[config.mk]
export PLATFORM = sky130hd
export DESIGN_NAME = decode_unit_flat
export DESIGN_NICKNAME = d
export VERILOG_FILES = /design/src/rtl/decode_unit_pkg.sv /design/src/rtl/decode_unit_if.sv /design/src/rtl/decode_unit_d_format.sv /design/src/rtl/decode_unit.sv /design/src/flat_wrapper.sv
export SDC_FILE = /design/constraint.sdc
export NUM_CORES = 1
export LEC_CHECK = 0
export CELL_PAD_IN_SITES_DETAIL_PLACEMENT = 0
export CELL_PAD_IN_SITES_GLOBAL_PLACEMENT = 1
export CORE_ASPECT_RATIO = 0.75
export CORE_UTILIZATION = 37
export CTS_CLUSTER_SIZE = 20
export DETAILED_ROUTE_END_ITERATION = 8
export PLACE_DENSITY_LB_ADDON = 0.1
export SYNTH_ARGS = -nofsm -noshare
export SYNTH_HDL_FRONTEND = slang
export SYNTH_HIERARCHICAL = 1
export SYNTH_SLANG_ARGS = --single-unit
export TNS_END_PERCENT = 5
[constraint.sdc]
create_clock -name clock_i -period 1 [get_ports clock_i]
set_input_delay 0.2 -clock clock_i [delete_from_list [all_inputs] [get_ports clock_i]]
set_output_delay 0.2 -clock clock_i [all_outputs]
set_load 0.03 [all_outputs]
[src/rtl/decode_unit_pkg.sv]
// decode_unit_pkg
//   Shared definitions for the D-format instruction decoder: field widths,
//   one-hot format codes, functional-unit codes, operand access encodings,
//   packed-body field positions and the decoded-result / output-register
//   structures.
//
//   Bit numbering: the architecture numbers instruction bit 0 as the MSB.
//   Internally all vectors are descending, so architectural bit k of the
//   instruction is insn[31-k], and architectural body bit k is body[83-k].
package decode_unit_pkg;

    localparam int ADDR_W  = 64;
    localparam int INSN_W  = 32;
    localparam int PID_W   = 20;
    localparam int TID_W   = 16;
    localparam int MAJ_W   = 64;
    localparam int MIN_W   = 7;
    localparam int OPC_W   = 12;
    localparam int REG_W   = 5;
    localparam int RW_W    = 2;
    localparam int FU_W    = 3;
    localparam int FMT_W   = 25;
    localparam int IMM_W   = 64;
    localparam int BODY_W  = 84;

    // Body layout (architectural [0:4] op1, [5:9] op2, [10:14] op3,
    // [15:19] op4, [20:83] immediate), expressed as descending MSB positions.
    localparam int BODY_OP1_HI = BODY_W - 1;
    localparam int BODY_OP2_HI = BODY_W - 1 - REG_W;
    localparam int BODY_OP3_HI = BODY_W - 1 - 2 * REG_W;
    localparam int BODY_OP4_HI = BODY_W - 1 - 3 * REG_W;
    localparam int BODY_IMM_HI = IMM_W - 1;

    typedef logic [FMT_W-1:0] fmt_t;

    // One-hot instruction format codes shared with the issue logic.
    localparam fmt_t FMT_I   = fmt_t'(1 << 0);
    localparam fmt_t FMT_B   = fmt_t'(1 << 1);
    localparam fmt_t FMT_XL  = fmt_t'(1 << 2);
    localparam fmt_t FMT_DX  = fmt_t'(1 << 3);
    localparam fmt_t FMT_SC  = fmt_t'(1 << 4);
    localparam fmt_t FMT_D   = fmt_t'(1 << 5);
    localparam fmt_t FMT_X   = fmt_t'(1 << 6);
    localparam fmt_t FMT_XO  = fmt_t'(1 << 7);
    localparam fmt_t FMT_Z23 = fmt_t'(1 << 8);
    localparam fmt_t FMT_A   = fmt_t'(1 << 9);
    localparam fmt_t FMT_XS  = fmt_t'(1 << 10);
    localparam fmt_t FMT_XFX = fmt_t'(1 << 11);
    localparam fmt_t FMT_DS  = fmt_t'(1 << 12);
    localparam fmt_t FMT_DQ  = fmt_t'(1 << 13);
    localparam fmt_t FMT_VA  = fmt_t'(1 << 14);
    localparam fmt_t FMT_VX  = fmt_t'(1 << 15);
    localparam fmt_t FMT_VC  = fmt_t'(1 << 16);
    localparam fmt_t FMT_MD  = fmt_t'(1 << 17);
    localparam fmt_t FMT_MDS = fmt_t'(1 << 18);
    localparam fmt_t FMT_XFL = fmt_t'(1 << 19);
    localparam fmt_t FMT_Z22 = fmt_t'(1 << 20);
    localparam fmt_t FMT_XX2 = fmt_t'(1 << 21);
    localparam fmt_t FMT_XX3 = fmt_t'(1 << 22);

    // Functional-unit classes. FP and branch are reserved for other decoders.
    typedef enum logic [FU_W-1:0] {
        FU_FXU  = 3'd0,
        FU_FPU  = 3'd1,
        FU_LSU  = 3'd2,
        FU_BRU  = 3'd3,
        FU_TRAP = 3'd4
    } fu_e;

    // Operand access patterns as consumed by rename.
    localparam logic [RW_W-1:0] RW_NONE = 2'b00;
    localparam logic [RW_W-1:0] RW_01   = 2'b01;
    localparam logic [RW_W-1:0] RW_10   = 2'b10;
    localparam logic [RW_W-1:0] RW_11   = 2'b11;

    // Operand-shape groups of the recognised primary opcodes.
    typedef enum logic [2:0] {
        GRP_NONE       = 3'd0,
        GRP_ARITH_LOAD = 3'd1,
        GRP_LOAD_UPD   = 3'd2,
        GRP_STORE      = 3'd3,
        GRP_STORE_UPD  = 3'd4,
        GRP_LOGICAL    = 3'd5,
        GRP_COMPARE    = 3'd6,
        GRP_TRAP       = 3'd7
    } grp_e;

    typedef struct packed {
        logic              valid;
        fmt_t              fmt;
        logic [OPC_W-1:0]  opcode;
        fu_e               fu;
        logic [RW_W-1:0]   op1_rw;
        logic [RW_W-1:0]   op2_rw;
        logic [RW_W-1:0]   op3_rw;
        logic [RW_W-1:0]   op4_rw;
        logic              op1_is_reg;
        logic              op2_is_reg;
        logic              op3_is_reg;
        logic              op4_is_reg;
        logic [BODY_W-1:0] body;
    } dec_t;

    typedef struct packed {
        logic              enable;
        fmt_t              fmt;
        logic [OPC_W-1:0]  opcode;
        logic [FU_W-1:0]   fu;
        logic [ADDR_W-1:0] addr;
        logic [MAJ_W-1:0]  maj_id;
        logic [MIN_W-1:0]  min_id;
        logic              is64;
        logic [PID_W-1:0]  pid;
        logic [TID_W-1:0]  tid;
        logic [RW_W-1:0]   op1_rw;
        logic [RW_W-1:0]   op2_rw;
        logic [RW_W-1:0]   op3_rw;
        logic [RW_W-1:0]   op4_rw;
        logic              op1_is_reg;
        logic              op2_is_reg;
        logic              op3_is_reg;
        logic              op4_is_reg;
        logic [BODY_W-1:0] body;
    } out_t;

    // Classify a primary opcode into its operand-shape group.
    function automatic grp_e op_group(input logic [5:0] po);
        grp_e g;
        g = GRP_NONE;
        case (po)
            6'd7, 6'd8, 6'd12, 6'd13, 6'd14, 6'd15,
            6'd32, 6'd34, 6'd40, 6'd42, 6'd46, 6'd48, 6'd50:
                g = GRP_ARITH_LOAD;
            6'd33, 6'd35, 6'd41, 6'd43, 6'd49, 6'd51:
                g = GRP_LOAD_UPD;
            6'd36, 6'd38, 6'd44, 6'd47, 6'd52, 6'd54:
                g = GRP_STORE;
            6'd37, 6'd39, 6'd45, 6'd53, 6'd55:
                g = GRP_STORE_UPD;
            6'd24, 6'd25, 6'd26, 6'd27, 6'd28, 6'd29:
                g = GRP_LOGICAL;
            6'd10, 6'd11:
                g = GRP_COMPARE;
            6'd2, 6'd3:
                g = GRP_TRAP;
            default:
                g = GRP_NONE;
        endcase
        return g;
    endfunction

endpackage

[src/rtl/decode_unit_if.sv]
// decode_unit_if
//   Fetch-to-decode bundle. The master side (fetch / testbench) drives the
//   *_i signals and observes the decoded outputs; the slave side is the
//   decoder.
//
//   Handshake: enable_i marks a valid instruction on the inputs in that
//   cycle; there is no ready. stall_i freezes every decoder output register
//   and overrides enable_i. enableOut marks valid decoded outputs, one cycle
//   after the accepting edge.
interface decode_unit_if;
    import decode_unit_pkg::*;

    logic                enable_i;
    logic                stall_i;
    logic [INSN_W-1:0]   instruction_i;
    logic [ADDR_W-1:0]   instructionAddress_i;
    logic                is64Bit_i;
    logic [PID_W-1:0]    instructionPid_i;
    logic [TID_W-1:0]    instructionTid_i;
    logic [MAJ_W-1:0]    instructionMajId_i;

    logic                enableOut;
    logic [FMT_W-1:0]    instFormat_o;
    logic [OPC_W-1:0]    opcodeOut;
    logic [ADDR_W-1:0]   addressOut;
    logic [FU_W-1:0]     funcUnitTypeOut;
    logic [MAJ_W-1:0]    majIDOut;
    logic [MIN_W-1:0]    minIDOut;
    logic                is64BitOut;
    logic [PID_W-1:0]    pidOut;
    logic [TID_W-1:0]    tidOut;
    logic [RW_W-1:0]     op1rwOut;
    logic [RW_W-1:0]     op2rwOut;
    logic [RW_W-1:0]     op3rwOut;
    logic [RW_W-1:0]     op4rwOut;
    logic                op1IsRegOut;
    logic                op2IsRegOut;
    logic                op3IsRegOut;
    logic                op4IsRegOut;
    logic [BODY_W-1:0]   bodyOut;

    modport master (
        output enable_i, stall_i, instruction_i, instructionAddress_i,
               is64Bit_i, instructionPid_i, instructionTid_i, instructionMajId_i,
        input  enableOut, instFormat_o, opcodeOut, addressOut, funcUnitTypeOut,
               majIDOut, minIDOut, is64BitOut, pidOut, tidOut,
               op1rwOut, op2rwOut, op3rwOut, op4rwOut,
               op1IsRegOut, op2IsRegOut, op3IsRegOut, op4IsRegOut, bodyOut
    );

    modport slave (
        input  enable_i, stall_i, instruction_i, instructionAddress_i,
               is64Bit_i, instructionPid_i, instructionTid_i, instructionMajId_i,
        output enableOut, instFormat_o, opcodeOut, addressOut, funcUnitTypeOut,
               majIDOut, minIDOut, is64BitOut, pidOut, tidOut,
               op1rwOut, op2rwOut, op3rwOut, op4rwOut,
               op1IsRegOut, op2IsRegOut, op3IsRegOut, op4IsRegOut, bodyOut
    );

endinterface

[src/rtl/decode_unit_d_format.sv]
// decode_d_format
//   Purely combinational D-format decoder.
//   Ports:
//     insn  in  32  instruction word (architectural bit 0 = insn[31])
//     dec   out     decoded result; all fields are zero when dec.valid = 0
//   Field extraction (architectural numbering):
//     bits 0:5   primary opcode   -> insn[31:26]
//     bits 6:10  RT/RS/BF/TO      -> insn[25:21]
//     bits 11:15 RA               -> insn[20:16]
//     bits 16:31 immediate        -> insn[15:0]
module decode_d_format
    import decode_unit_pkg::*;
(
    input  logic [INSN_W-1:0] insn,
    output dec_t              dec
);

    logic [5:0]       po;
    logic [REG_W-1:0] f1;
    logic [REG_W-1:0] f2;
    logic [15:0]      imm16;
    grp_e             grp;
    logic [IMM_W-1:0] imm;

    assign po    = insn[31:26];
    assign f1    = insn[25:21];
    assign f2    = insn[20:16];
    assign imm16 = insn[15:0];
    assign grp   = op_group(po);

    // Immediate shaping: the "shifted" opcodes place the field in the upper
    // half of the low word; addis keeps its sign, the logical forms do not.
    always_comb begin
        imm = {{48{imm16[15]}}, imm16};
        case (po)
            6'd15:                     imm = {{32{imm16[15]}}, imm16, 16'h0000};
            6'd25, 6'd27, 6'd29:       imm = {32'h0000_0000, imm16, 16'h0000};
            6'd10, 6'd24, 6'd26, 6'd28: imm = {48'h0, imm16};
            default:                   imm = {{48{imm16[15]}}, imm16};
        endcase
    end

    always_comb begin
        dec = '0;
        if (grp != GRP_NONE) begin
            dec.valid  = 1'b1;
            dec.fmt    = FMT_D;
            dec.opcode = {po, 6'b000000};

            if (grp == GRP_COMPARE || grp == GRP_TRAP) begin
                dec.fu = FU_TRAP;
            end else if (po[5]) begin
                // Every recognised opcode 32..63 is a load or store.
                dec.fu = FU_LSU;
            end else begin
                dec.fu = FU_FXU;
            end

            // op2 is RA for every group; op3 carries the immediate and op4
            // is unused, both stay at zero descriptors.
            dec.op2_is_reg = 1'b1;
            case (grp)
                GRP_ARITH_LOAD: begin
                    dec.op1_is_reg = 1'b1;
                    dec.op1_rw     = RW_01;
                    dec.op2_rw     = RW_10;
                end
                GRP_LOAD_UPD: begin
                    dec.op1_is_reg = 1'b1;
                    dec.op1_rw     = RW_01;
                    dec.op2_rw     = RW_11;
                end
                GRP_STORE: begin
                    dec.op1_is_reg = 1'b1;
                    dec.op1_rw     = RW_10;
                    dec.op2_rw     = RW_10;
                end
                GRP_STORE_UPD: begin
                    dec.op1_is_reg = 1'b1;
                    dec.op1_rw     = RW_10;
                    dec.op2_rw     = RW_11;
                end
                GRP_LOGICAL: begin
                    dec.op1_is_reg = 1'b1;
                    dec.op1_rw     = RW_10;
                    dec.op2_rw     = RW_01;
                end
                GRP_COMPARE: begin
                    dec.op1_is_reg = 1'b0;
                    dec.op1_rw     = RW_01;
                    dec.op2_rw     = RW_10;
                end
                GRP_TRAP: begin
                    dec.op1_is_reg = 1'b0;
                    dec.op1_rw     = RW_NONE;
                    dec.op2_rw     = RW_10;
                end
                default: begin
                    dec.op1_is_reg = 1'b0;
                    dec.op1_rw     = RW_NONE;
                    dec.op2_rw     = RW_NONE;
                end
            endcase

            dec.body[BODY_OP1_HI -: REG_W] = f1;
            dec.body[BODY_OP2_HI -: REG_W] = f2;
            dec.body[BODY_IMM_HI -: IMM_W] = imm;
        end
    end

endmodule

[src/rtl/decode_unit.sv]
// decode_unit
//   Single-stage registered D-format decoder for the POWER front end.
//   Ports:
//     clock_i  in  clock, rising edge
//     reset_i  in  asynchronous active-low reset; clears every output
//     bus      decode_unit_if.slave: fetch inputs (enable_i, stall_i,
//              instruction_i, address/is64/pid/tid/majId) and the decoded,
//              registered outputs (enableOut, instFormat_o, opcodeOut,
//              funcUnitTypeOut, operand descriptors, bodyOut, pass-through
//              metadata).
//   Body layout on bodyOut (descending): [83:79] op1, [78:74] op2,
//   [73:64] zero, [63:0] immediate.
module decode_unit
    import decode_unit_pkg::*;
(
    input  logic         clock_i,
    input  logic         reset_i,
    decode_unit_if.slave bus
);

    dec_t dec;
    out_t out_d;
    out_t out_q;

    decode_d_format u_decode_d_format (
        .insn (bus.instruction_i),
        .dec  (dec)
    );

    // Stall holds everything. Otherwise enableOut follows enable_i gated by
    // recognition, and the payload loads only on an accepted instruction.
    always_comb begin
        out_d = out_q;
        if (!bus.stall_i) begin
            out_d.enable = bus.enable_i & dec.valid;
            if (bus.enable_i) begin
                out_d.fmt        = dec.fmt;
                out_d.opcode     = dec.opcode;
                out_d.fu         = dec.fu;
                out_d.addr       = bus.instructionAddress_i;
                out_d.maj_id     = bus.instructionMajId_i;
                out_d.min_id     = '0;
                out_d.is64       = bus.is64Bit_i;
                out_d.pid        = bus.instructionPid_i;
                out_d.tid        = bus.instructionTid_i;
                out_d.op1_rw     = dec.op1_rw;
                out_d.op2_rw     = dec.op2_rw;
                out_d.op3_rw     = dec.op3_rw;
                out_d.op4_rw     = dec.op4_rw;
                out_d.op1_is_reg = dec.op1_is_reg;
                out_d.op2_is_reg = dec.op2_is_reg;
                out_d.op3_is_reg = dec.op3_is_reg;
                out_d.op4_is_reg = dec.op4_is_reg;
                out_d.body       = dec.body;
            end
        end
    end

    always_ff @(posedge clock_i or negedge reset_i) begin
        if (!reset_i) begin
            out_q <= '0;
        end else begin
            out_q <= out_d;
        end
    end

    assign bus.enableOut       = out_q.enable;
    assign bus.instFormat_o    = out_q.fmt;
    assign bus.opcodeOut       = out_q.opcode;
    assign bus.funcUnitTypeOut = out_q.fu;
    assign bus.addressOut      = out_q.addr;
    assign bus.majIDOut        = out_q.maj_id;
    assign bus.minIDOut        = out_q.min_id;
    assign bus.is64BitOut      = out_q.is64;
    assign bus.pidOut          = out_q.pid;
    assign bus.tidOut          = out_q.tid;
    assign bus.op1rwOut        = out_q.op1_rw;
    assign bus.op2rwOut        = out_q.op2_rw;
    assign bus.op3rwOut        = out_q.op3_rw;
    assign bus.op4rwOut        = out_q.op4_rw;
    assign bus.op1IsRegOut     = out_q.op1_is_reg;
    assign bus.op2IsRegOut     = out_q.op2_is_reg;
    assign bus.op3IsRegOut     = out_q.op3_is_reg;
    assign bus.op4IsRegOut     = out_q.op4_is_reg;
    assign bus.bodyOut         = out_q.body;

endmodule

[src/flat_wrapper.sv]
// flat-port wrapper written by rule: the top's interface ports become plain ports
module decode_unit_flat import decode_unit_pkg::*;
  (clock_i, reset_i, bus_enable_i, bus_stall_i, bus_instruction_i, bus_instructionAddress_i, bus_is64Bit_i, bus_instructionPid_i, bus_instructionTid_i, bus_instructionMajId_i, bus_enableOut, bus_instFormat_o, bus_opcodeOut, bus_addressOut, bus_funcUnitTypeOut, bus_majIDOut, bus_minIDOut, bus_is64BitOut, bus_pidOut, bus_tidOut, bus_op1rwOut, bus_op2rwOut, bus_op3rwOut, bus_op4rwOut, bus_op1IsRegOut, bus_op2IsRegOut, bus_op3IsRegOut, bus_op4IsRegOut, bus_bodyOut);
  decode_unit_if bus_i ();
  input  logic clock_i;
  input  logic reset_i;
  input wire logic [$bits(bus_i.enable_i)-1:0] bus_enable_i;
  input wire logic [$bits(bus_i.stall_i)-1:0] bus_stall_i;
  input wire logic [$bits(bus_i.instruction_i)-1:0] bus_instruction_i;
  input wire logic [$bits(bus_i.instructionAddress_i)-1:0] bus_instructionAddress_i;
  input wire logic [$bits(bus_i.is64Bit_i)-1:0] bus_is64Bit_i;
  input wire logic [$bits(bus_i.instructionPid_i)-1:0] bus_instructionPid_i;
  input wire logic [$bits(bus_i.instructionTid_i)-1:0] bus_instructionTid_i;
  input wire logic [$bits(bus_i.instructionMajId_i)-1:0] bus_instructionMajId_i;
  output wire logic [$bits(bus_i.enableOut)-1:0] bus_enableOut;
  output wire logic [$bits(bus_i.instFormat_o)-1:0] bus_instFormat_o;
  output wire logic [$bits(bus_i.opcodeOut)-1:0] bus_opcodeOut;
  output wire logic [$bits(bus_i.addressOut)-1:0] bus_addressOut;
  output wire logic [$bits(bus_i.funcUnitTypeOut)-1:0] bus_funcUnitTypeOut;
  output wire logic [$bits(bus_i.majIDOut)-1:0] bus_majIDOut;
  output wire logic [$bits(bus_i.minIDOut)-1:0] bus_minIDOut;
  output wire logic [$bits(bus_i.is64BitOut)-1:0] bus_is64BitOut;
  output wire logic [$bits(bus_i.pidOut)-1:0] bus_pidOut;
  output wire logic [$bits(bus_i.tidOut)-1:0] bus_tidOut;
  output wire logic [$bits(bus_i.op1rwOut)-1:0] bus_op1rwOut;
  output wire logic [$bits(bus_i.op2rwOut)-1:0] bus_op2rwOut;
  output wire logic [$bits(bus_i.op3rwOut)-1:0] bus_op3rwOut;
  output wire logic [$bits(bus_i.op4rwOut)-1:0] bus_op4rwOut;
  output wire logic [$bits(bus_i.op1IsRegOut)-1:0] bus_op1IsRegOut;
  output wire logic [$bits(bus_i.op2IsRegOut)-1:0] bus_op2IsRegOut;
  output wire logic [$bits(bus_i.op3IsRegOut)-1:0] bus_op3IsRegOut;
  output wire logic [$bits(bus_i.op4IsRegOut)-1:0] bus_op4IsRegOut;
  output wire logic [$bits(bus_i.bodyOut)-1:0] bus_bodyOut;
  assign bus_i.enable_i = bus_enable_i;
  assign bus_i.stall_i = bus_stall_i;
  assign bus_i.instruction_i = bus_instruction_i;
  assign bus_i.instructionAddress_i = bus_instructionAddress_i;
  assign bus_i.is64Bit_i = bus_is64Bit_i;
  assign bus_i.instructionPid_i = bus_instructionPid_i;
  assign bus_i.instructionTid_i = bus_instructionTid_i;
  assign bus_i.instructionMajId_i = bus_instructionMajId_i;
  assign bus_enableOut = bus_i.enableOut;
  assign bus_instFormat_o = bus_i.instFormat_o;
  assign bus_opcodeOut = bus_i.opcodeOut;
  assign bus_addressOut = bus_i.addressOut;
  assign bus_funcUnitTypeOut = bus_i.funcUnitTypeOut;
  assign bus_majIDOut = bus_i.majIDOut;
  assign bus_minIDOut = bus_i.minIDOut;
  assign bus_is64BitOut = bus_i.is64BitOut;
  assign bus_pidOut = bus_i.pidOut;
  assign bus_tidOut = bus_i.tidOut;
  assign bus_op1rwOut = bus_i.op1rwOut;
  assign bus_op2rwOut = bus_i.op2rwOut;
  assign bus_op3rwOut = bus_i.op3rwOut;
  assign bus_op4rwOut = bus_i.op4rwOut;
  assign bus_op1IsRegOut = bus_i.op1IsRegOut;
  assign bus_op2IsRegOut = bus_i.op2IsRegOut;
  assign bus_op3IsRegOut = bus_i.op3IsRegOut;
  assign bus_op4IsRegOut = bus_i.op4IsRegOut;
  assign bus_bodyOut = bus_i.bodyOut;
  decode_unit u_core (.clock_i(clock_i), .reset_i(reset_i), .bus(bus_i));
endmodule
==> results by group <==
Run status
  • Status: finished, violations left
  • Violated checks: negative setup slack

Global routing
  • GRT overflow: 0
  • Largest net degree at the start of global routing: 67
  • Tot GR Track Use: 19.2%
  • Initial antenna violation count: 3
  • First-pass GRT wire length: 57400 µm
  • Vias in the first global route: 8859

Worst setup path
  • CP Max Fanout: 8
  • Most used cell, CP: buf_12
  • CP endpoint kind: register
  • Reg2reg start: u_core/bus.tidOut[10]
  • Crit path launch: bus_instruction_i[26]
  • R2R setup slack: 0.17 ns
  • CP Cell Sequence: buf_12 > inv_12 > ha_4 > nand2b_4 > a211o_1 > a31o_1 > buf_4 > and2_4 > buf_12 > clkbuf_16 > nor2b_1 > mux2_4
  • CP max stage delay: 0.28 ns
  • Worst path slowest cell: a211o_1
  • Capturing point of the worst reg2reg path: u_core/bus.tidOut[10]
  • Crit Path Class: in2reg
  • CP Data Arrival Time: 2.10 ns
  • Crit path launch type: primary input
  • Crit path to: u_core/bus.bodyOut[74]
  • Critical Path RT: 1.45 ns
  • Cell depth of the worst flop-to-flop path: 1

Timing
  • Final period util: 165%
  • Final WS setup: -0.649 ns
  • RSZ-0062 raised after global routing: true
  • Final Critical Period: 1.65 ns
  • Max Transition Viols Final: 0
  • Total negative slack: -127.86 ns
  • Max Clk Rate: 0.606 GHz
  • Final setup fails: 392
  • Clock Skew: 0 ns
  • Fin. Hold Viols: 0

Logic synthesis
  • Ys Warns: 6
  • Synth top area cells: dfrtp_1, mux2_4, buf_4
  • #FFs+latches synth: 302
  • Syn Area/Cell: 16.4 µm²
  • Register area share after synthesis: 53.0%
  • Top cell type by total area after synthesis: dfrtp_1
  • Mapped Area: 14300 µm²
  • Mapped Cells: 868
  • Netlist cell types: 42
  • Synth top area share: 53.0%

Die
  • Row count: 61
  • Initial Utilization: 38.0%
  • Die ar.: 39400 µm²
  • Die W: 229 µm
  • Core footprint: 37600 µm²
  • Chip Height: 172 µm
  • I/O pins: 510

Finish
  • Fraction of layout cells with a size suffix above 1: 56.9%
  • Final Non-Filler Cells: 1949
  • Commonest non-fill, non-tap cell in the layout: buf_6
  • Most frequent cells in the layout: buf_6, dfrtp_1, mux2_4
  • Nets: 1627
  • Layout area overhead: 51.6%
  • Area of the multi-input gates: 5720 µm²
  • Final Instance Area: 21600 µm²
  • Fillers: 3045
  • Reg area: 7560 µm²

Clocking
  • CTS H-tree lvls: 2
  • Clk slew on worst S/H paths: 0.06 ns
  • Clk sinks: 302
  • TritonCTS Buffers: 34
  • CTS tree: done
  • Root Driver: clkbuf_16
  • Clock latency on the worst-skew pair: 0.50 ns
  • Clock Tree Buf Depth: 3

Routing
  • Final wirelength: 39100 µm
  • Iteration-0 DRC count of the detailed router: 242
  • DRT Pass-1 Iters: 4
  • DR WL/cell: 20.1 µm
  • Routed vias: 8543
  • Uppermost routed layer: met5
  • Vias per inst: 4.38
  • Metal2 WL: 19200 µm
  • Met1 WL: 16700 µm
  • DRC viols: 0
  • Final ANT Viol Nets: 0
  • DR WL met3: 2420 µm

Flow run
  • Max cap viols: 0

Placed design
  • IO Port Bufs: 502
  • Post-placement setup slack: -1.89 ns
  • Detail Placement HPWL: 28600 µm
  • Placed cell area: 19000 µm²
  • Placed cells: 1871
  • Gpl congestion: 0.768

Power
  • Maximum VDD drop: 1.20 mV
  • P per Cell Area: 1990 nW/µm²
  • P_leak: 10.2 nW
  • Design Power: 43.1 mW

Min path
  • Hold Path Class: in2reg
sequential cells by signal, indices dropped and copies added (netlist names):
register,flops
u_core/bus.op1rwOut,2
u_core/bus.op3IsRegOut,1
u_core/bus.is64BitOut,1
u_core/bus.pidOut,20
u_core/bus.op3rwOut,2
u_core/bus.bodyOut,84
u_core/bus.op2rwOut,2
u_core/bus.majIDOut,64
u_core/bus.op1IsRegOut,1
u_core/bus.opcodeOut,12
u_core/bus.addressOut,64
u_core/bus.instFormat_o,25
u_core/bus.op4rwOut,2
u_core/bus.tidOut,16
u_core/bus.op2IsRegOut,1
u_core/bus.enableOut,1
u_core/bus.op4IsRegOut,1
u_core/bus.funcUnitTypeOut,3
how the worst min path moves through the flow:
stage	from	endpoint	slack, ns	cells past startpoint
3_5_place_dp	reset_i	u_core/bus.bodyOut[20]	0.04	1
5_1_grt	bus_enable_i	u_core/bus.enableOut	0.04	4
3_3_place_gp	reset_i	u_core/bus.bodyOut[20]	0.05	1
6_report	bus_enable_i	u_core/bus.enableOut	0.06	4
4_1_cts	bus_stall_i	u_core/bus.enableOut	0.03	2
2_1_floorplan	reset_i	u_core/bus.addressOut[0]	-0.1	0
routing by layer:
metal / vias up / GRT usage, %
met5: - / 0
met4: 4 / 4.87
met3: 44 / 5.64
met2: 227 / 30.9
met1: 4315 / 25.3
li1: 3953 / -
repair_timing:
action	CTS	global route
resized for setup	352	44
pin swaps	16	15
endpoints found under the hold margin	302	1
setup buffers	8	5
hold buffers	1	1
cloned	3	1
endpoints found under the setup margin	604	555
synthesized netlist by cell type, drive strengths merged:
cell type and n:
mux2 301, a21oi 16, ha 6, dfrtp 302, o211ai 1, nor2 9
nor3 2, o21ai 8, a31o 2, xor2 1, and3 1, a211oi 1
nor4bb 1, o21a 1, nand2 24, conb 2, a22oi 2, mux2i 1
and2 18, nor3b 2, nor2b 15, o21bai 1, or3 1, a211o 1
o22ai 1, nand2b 3, nand4b 1, nand3b 1, buf 131, a31oi 3
nand3 4, inv 5
per-stage QoR:
step / hold WS, ns / utilization, %
after floorplan: -0.0956 / -
after global placement: 0.0462 / 50.5
after detailed placement: 0.0442 / 50.5
after CTS: 0.0342 / 57.2
after global routing: 0.0376 / 57.6
final: 0.0559 / 57.6
worst max-delay path: cells and delay by family:
kind,cells,cell delay (ns)
multiplexers,1,0.14
AO/OA/AOI/OAI,2,0.53
AND/OR/NAND/NOR,3,0.42
adder cells (fa/ha/maj),1,0.18
buffers and inverters,5,0.60
cell type report:
cell class                 count  area share (%)
antenna                        2          0.0231
clock buffer                  48            4.60
clock inverter                11           0.515
inverter                       5           0.179
multi-input combinational    483            26.4
sequential                   302            34.9
tap                          504            2.92
timing repair buffer         594            30.4
cell families (layout without fill, tap and decap cells):
kind of cell | count (synthesis) | after routing | synth area share [%]
and+or+nand+nor | 82 | 83 | 3.09
buffers and inverters | 136 | 658 | 9.92
AOI/OAI and AO/OA | 37 | 37 | 1.95
xor gates and xnor gates | 1 | 1 | 0.0614
muxes | 302 | 302 | 31.4
other | 2 | 56 | 0.0526
DFF | 302 | 302 | 53.0
adders and majority gates | 6 | 6 | 0.526
power breakdown:
part	total (mW)	internal (mW)	switching, mW
registers	15.8	14.2	1.59
clock network	12.5	7.45	5.05
logic	14.8	7.78	7.04
total	43.1	29.4	13.7
Power figures use the tool's default switching activity.
